File: src/rtl/decoder_pkg.sv
// Shared types and constants for the timed 3-to-8 pulse decoder.
// Defining DECODER_38_ACTIVE_LOW_EN makes the decoded output idle high (74x138 style).
package decoder_pkg;

    localparam int unsigned CODE_W   = 3;
    localparam int unsigned ONEHOT_W = 8;

    typedef enum logic [1:0] {
        ST_IDLE   = 2'd0,
        ST_ACTIVE = 2'd1,
        ST_GAP    = 2'd2
    } state_t;

    // Idle/reset level of out; a pulse is this value with the selected bit flipped.
`ifdef DECODER_38_ACTIVE_LOW_EN
    localparam logic [ONEHOT_W-1:0] OUT_IDLE = 8'hFF;
`else
    localparam logic [ONEHOT_W-1:0] OUT_IDLE = 8'h00;
`endif

endpackage

File: src/rtl/decoder_38_core.sv
// Combinational 3-bit binary to 8-bit one-hot decoder.
module decoder_38_core
    import decoder_pkg::*;
(
    input  logic [CODE_W-1:0]   code,
    output logic [ONEHOT_W-1:0] onehot
);

    always_comb begin
        onehot       = '0;
        onehot[code] = 1'b1;
    end

endmodule

File: src/rtl/decoder_38_pulse.sv
// Registered 3-to-8 decoder: drives a one-hot strobe for PULSE_LEN cycles per accepted code,
// then holds off for GAP_LEN cycles. Output polarity follows DECODER_38_ACTIVE_LOW_EN.
module decoder_38_pulse
    import decoder_pkg::*;
#(
    parameter int unsigned PULSE_LEN = 4,
    parameter int unsigned GAP_LEN   = 1,
    parameter int unsigned CNT_W     = 8
) (
    input  logic                clk,
    input  logic                rst,
    input  logic                in_valid,
    output logic                in_ready,
    input  logic [CODE_W-1:0]   in_code,
    output logic [ONEHOT_W-1:0] out,
    output logic                out_active,
    output logic                busy
);

    state_t              state;
    logic [CNT_W-1:0]    cnt;
    logic [CODE_W-1:0]   code_q;
    logic [CODE_W-1:0]   code_d;
    logic [ONEHOT_W-1:0] onehot;
    logic                accept;

    // Decode the code being latched so out can be registered in the same edge.
    always_comb begin
        accept = (state == ST_IDLE) && in_valid && in_ready;
        code_d = accept ? in_code : code_q;
    end

    decoder_38_core u_core (
        .code   (code_d),
        .onehot (onehot)
    );

    always_ff @(posedge clk) begin
        if (rst) begin
            state      <= ST_IDLE;
            cnt        <= '0;
            code_q     <= '0;
            out        <= OUT_IDLE;
            out_active <= 1'b0;
            busy       <= 1'b0;
            in_ready   <= 1'b0;
        end else begin
            code_q <= code_d;
            unique case (state)
                ST_IDLE: begin
                    in_ready <= 1'b1;
                    if (accept) begin
                        state      <= ST_ACTIVE;
                        cnt        <= CNT_W'(PULSE_LEN - 1);
                        out        <= OUT_IDLE ^ onehot;
                        out_active <= 1'b1;
                        busy       <= 1'b1;
                        in_ready   <= 1'b0;
                    end
                end
                ST_ACTIVE: begin
                    if (cnt == '0) begin
                        out        <= OUT_IDLE;
                        out_active <= 1'b0;
                        if (GAP_LEN > 0) begin
                            state <= ST_GAP;
                            cnt   <= CNT_W'(GAP_LEN - 1);
                        end else begin
                            state    <= ST_IDLE;
                            busy     <= 1'b0;
                            in_ready <= 1'b1;
                        end
                    end else begin
                        cnt <= cnt - CNT_W'(1);
                    end
                end
                ST_GAP: begin
                    if (cnt == '0) begin
                        state    <= ST_IDLE;
                        busy     <= 1'b0;
                        in_ready <= 1'b1;
                    end else begin
                        cnt <= cnt - CNT_W'(1);
                    end
                end
                default: begin
                    state      <= ST_IDLE;
                    out        <= OUT_IDLE;
                    out_active <= 1'b0;
                    busy       <= 1'b0;
                    in_ready   <= 1'b0;
                end
            endcase
        end
    end

endmodule
File: config.mk
export PLATFORM = sky130hd
export DESIGN_NAME = decoder_38_pulse
export DESIGN_NICKNAME = d
export VERILOG_FILES = /design/src/rtl/decoder_pkg.sv /design/src/rtl/decoder_38_core.sv /design/src/rtl/decoder_38_pulse.sv
export SDC_FILE = /design/constraint.sdc
export NUM_CORES = 1
export LEC_CHECK = 0
export CORE_UTILIZATION = 30
export DETAILED_ROUTE_END_ITERATION = 16
export SETUP_SLACK_MARGIN = 0.3
export SLEW_MARGIN = 20
export SYNTH_ARGS = -nofsm -noshare
export SYNTH_HDL_FRONTEND = slang
export SYNTH_SLANG_ARGS = --single-unit
File: constraint.sdc
create_clock -name clk -period 3.4 [get_ports clk]
set_input_delay 1.02 -clock clk [delete_from_list [all_inputs] [get_ports clk]]
set_output_delay 1.02 -clock clk [all_outputs]
set_load 0.01 [all_outputs]
---- Yosys cells after proc, flatten, opt, wreduce, memory -nomap -nowiden ----
Cells that the tools add are included.
storage, ports and cells
  input port bits ......................... 6
  bits in registers ....................... 24
  logic and storage cells ................. 50
cells by class
  order comparisons ....................... 2
  reductions and logical operators ........ 11
  eq/ne operators ......................... 6
  add/subtract/negate cells ............... 1
  bitwise gates (word level) .............. 2
  multiplexer cells ....................... 21
operators with widths
  cell                                                                          number
  8-bit case mux with 3 select lines                                            2
  8-bit 2-to-1 mux                                                              5
  3-bit AND reduction                                                           4
  1-bit case mux with 3 select lines                                            3
  8-bit zero test                                                               1
  2-bit != test, second input constant                                          4
  8-bit by 1-bit subtractor with 8-bit output, second input constant            1
  2-bit 2-to-1 mux                                                              3
  2-bit case mux with 3 select lines                                            1
  1-bit 2-to-1 mux                                                              5
  3-bit by 4-bit less-than comparator with 1-bit output, second input constant  1
  1-bit demux with 3-bit select                                                 1
  3-bit by 1-bit >= comparator with 1-bit output, second input constant         1
  1-bit logical AND                                                             3
  3-bit 2-to-1 mux                                                              1
  3-bit nonzero test                                                            1
  2-bit by 1-bit == test with 1-bit output, second input constant               1
  2-bit == test, second input constant                                          1
  2-bit zero test                                                               1
  1-bit NOT                                                                     2
  2-bit AND reduction                                                           1

---- Logic depth before layout (Yosys ltp) ----
  depth in word-level cells ............... 10
  depth in mapped cells ................... 7
  mapped depth without buffers ............ 6

---- Modules after synthesis ----
Synthesis repeated with hierarchy kept, for this count alone.
second synthesis, totals
  cells, all modules ...................... 123
  area, all modules ....................... 1177.4 µm²
modules (own cells, without submodules)
  module            area an instance (µm²)  instances  cells each
  decoder_38_pulse  1112.3                  1          115
  decoder_38_core   65.1                    1          8

---- Worst setup path after synthesis ----
No wires, ideal clock.
  path type ............................... in2reg
  from .................................... input port in_valid
  to ...................................... register cnt[2]
  path slack .............................. 1402 ps
  cell stages on the path ................. 4
  arrival ................................. 1928 ps
  cells stage by stage .................... a21boi_1 nor2_1 a221o_1 a21oi_1
between the ends
  longest elaborated chain between the ends .. 4
ends and longest elaborated chain
  what                                  RTL line                source
  start, declared                       decoder_38_pulse.sv:12  input logic in_valid,
  1-bit logical AND (2 in a row)        decoder_38_pulse.sv:29  accept = (state == ST_IDLE) && in_valid && in_ready;
  2-bit != test (no source line)        --
  3-bit AND reduction (no source line)  --
  end signal, assigned                  decoder_38_pulse.sv:54  cnt <= CNT_W'(PULSE_LEN - 1);
  end signal, assigned                  decoder_38_pulse.sv:67  cnt <= CNT_W'(GAP_LEN - 1);
  end signal, assigned                  decoder_38_pulse.sv:74  cnt <= cnt - CNT_W'(1);
  end, declared                         decoder_38_pulse.sv:21  logic [CNT_W-1:0] cnt;
No other way between the ends.
A chain may end at the register's enable or synchronous reset.

---- Final worst setup path ----
  from .................................... input port in_valid
  to ...................................... register cnt[6]
The elaborated chain is that of the path after synthesis.

==> results.ini <==
[outcome]
outcome=complete, no violations

[finish]
fin_area_sq_um=1410
drive_gt1_frac=0.0949
synthToLayoutAreaGrowth_pct=22.3
layout_commonest_cell=dfxtp_1
num_antenna_cells=0
instances_no_fill=185
mostFrequentLayoutCells=dfxtp_1, clkdlybuf4s50_1, nor2_1
post-route-util=0.384
finalNetCount=151

[timing]
worst_hold_slack_ps=463
tns_ps=0
tightest_slew_ps=658
fmax_mhz=420
finalCritPeriodShare=0.701
worst_slack_ps=1020
rsz0062_at_grt=no
skew_ps=4.14
period_needed_ps=2380
drv_slew=0
setup_viol=0
max-slew-margin-rel=0.560
final_hold_viol_count=0

[setup_path]
critPathKind=in2reg
end_kind=flop
arrival_ps=2590
crit_fanout=9
start_kind=input port
r2r-start=state[0]
cp_slowest_cell=clkdlybuf4s50_1
path_delay_family=compound AO/OA/AOI/OAI gates
r2r_slack_ps=1390
crit_required_ps=3600
cp.buffers_inverters=1
r2r-end=out[3]
path_cells=clkdlybuf4s50_1 -> a21boi_1 -> nor2_1 -> a221o_1 -> a21oi_1
cp_slowest_stage_delay_ps=460
rr_worst_depth=6

[clock_tree]
clock_path_buffers=2
cts_tree=built
cts-hold-fix-buffers=0
root_buffer=clkbuf_8
cts_resized=0
cts_setup_buffers=0
htree_levels=1
cts.clk_slew.worst_paths_ps=80
clk_latency_ps=270
cts_buffers=3
clock_sinks=21

[power]
leakage_nw=0.503
sequentialPowerShare=0.283
switching_power_mw=0.640
internal_power_mw=0.709
p_comb_frac=0.589
p_clk_frac=0.128
p_total_mw=1.35
p_sw_frac=0.474
p_per_area_nw_per_um2=958
irDropWorstVdd_mv=0.344

[yosys]
avgSynthCellArea_sq_um=9.59
synthArstFlopShare=0
syn-cell-area_sq_um=1150
synth_seq_cells=21
synth-edff-count=0
synthFlopType=dfxtp_1
syn_inst=120
ys_seq_area_frac=0.365
postSynthNetCount=133
yosysUniqueCellTypes=46
synth_warnings=0

[global_routing]
grt_use_total=0.143
grt_use_met2=0.245
grt_first_pass_wirelength_mm=4.53
grt_start_max_net_pins=14
use_met3=0.0464
top_usage_layer=met2
grt_use_met1=0.169
antenna_found_initial=0
first_global_vias=1007
grt_overflow=0

[routing]
num_vias=1041
avgRoutedWirePerCell_um=14.7
drtIter0Drc=69
ant_nets=0
drt_wl_total_mm=2.72
vias_per_cell=5.63
firstDrtPassIters=4
drcViolationCount=0

[place]
placed_cells=181
dp.final_hpwl_mm=1.99
placed_area_sq_um=1360
routabilityCongestion=0.865
place_ws_ps=754
port_buffers=16

[worst_hold_path]
whs_path_depth=1
min_from=out_active
holdCritPathClass=reg2reg
holdPathEnd=out_active

[floorplanning]
core_area_sq_um=3660
die_h_um=63.9
start_util=0.314
die_w_um=63.9
io_pins=17
fp.dieArea_sq_um=4090
rows=22

[run]
drv_cap=0

worst max-delay path by stage:
stage	start	to	slack, ps	cells after the start
finish	in_valid	cnt[6]	1020	5
global route	rst	cnt[7]	910	5
CTS	in_valid	cnt[6]	1040	5
detailed placement	rst	cnt[7]	750	5
global placement	in_valid	cnt[2]	810	5
floorplan	in_valid	cnt[2]	1400	4
logic make-up (layout without fill, tap and decap cells):
logic type | after synthesis | after routing | share of synthesized area
buffers and inverters | 10 | 27 | 0.0337
AOI/OAI and AO/OA | 42 | 42 | 0.282
adders and majority gates | 7 | 7 | 0.0761
muxes | 2 | 2 | 0.0174
DFF | 21 | 21 | 0.365
and+or+nand+nor | 38 | 38 | 0.226
registers in the layout, indices dropped and copies added, names as in the netlist:
register,flops
busy,1
cnt,8
in_ready,1
out,8
out_active,1
state,2
power by group through the flow:
stage	logic, mW	registers (mW)	clock network (mW)
2_1_floorplan	0.589	0.378	0
3_3_place_gp	0.767	0.382	0
3_5_place_dp	0.776	0.386	0
4_1_cts	0.784	0.381	0.176
5_1_grt	0.868	0.394	0.190
6_report	0.795	0.382	0.173
cells in the mapped netlist (3+ instances only):
| library cell | number | area share |
|---|---|---|
| dfxtp_1 | 21 | 0.37 |
| nor2_1 | 11 | 0.036 |
| a21oi_1 | 8 | 0.035 |
| ha_1 | 7 | 0.076 |
| inv_1 | 7 | 0.023 |
| a211oi_1 | 4 | 0.026 |
| a22o_1 | 4 | 0.030 |
| a32o_1 | 4 | 0.035 |
| nand3_1 | 3 | 0.013 |
| nor3_1 | 3 | 0.013 |
layout make-up:
| type | count | area, sq um |
|---|---|---|
| Tap cell | 48 | 60.1 |
| Inverter | 7 | 26.3 |
| Timing Repair Buffer | 16 | 160 |
| Multi-Input combinational cell | 89 | 692 |
| Fill cell | 371 | 2250 |
| Clock buffer | 3 | 41.3 |
| Sequential cell | 21 | 420 |
| Clock inverter | 1 | 7.51 |
worst reg2reg max path, stage by stage (launching register included):
cell and delay, ps:
dfxtp_1 370, inv_1 100, ha_1 350, nor4_1 380
a21oi_2 210, nor4_4 350, a32o_1 200
metal layers:
layer  up-vias  share of wire
met2        57           0.47
met3         5           0.10
li1        502              -
met4         0         0.0081
met1       477           0.42
met5         -              0
No activity file was read; power rests on OpenSTA's default activity.
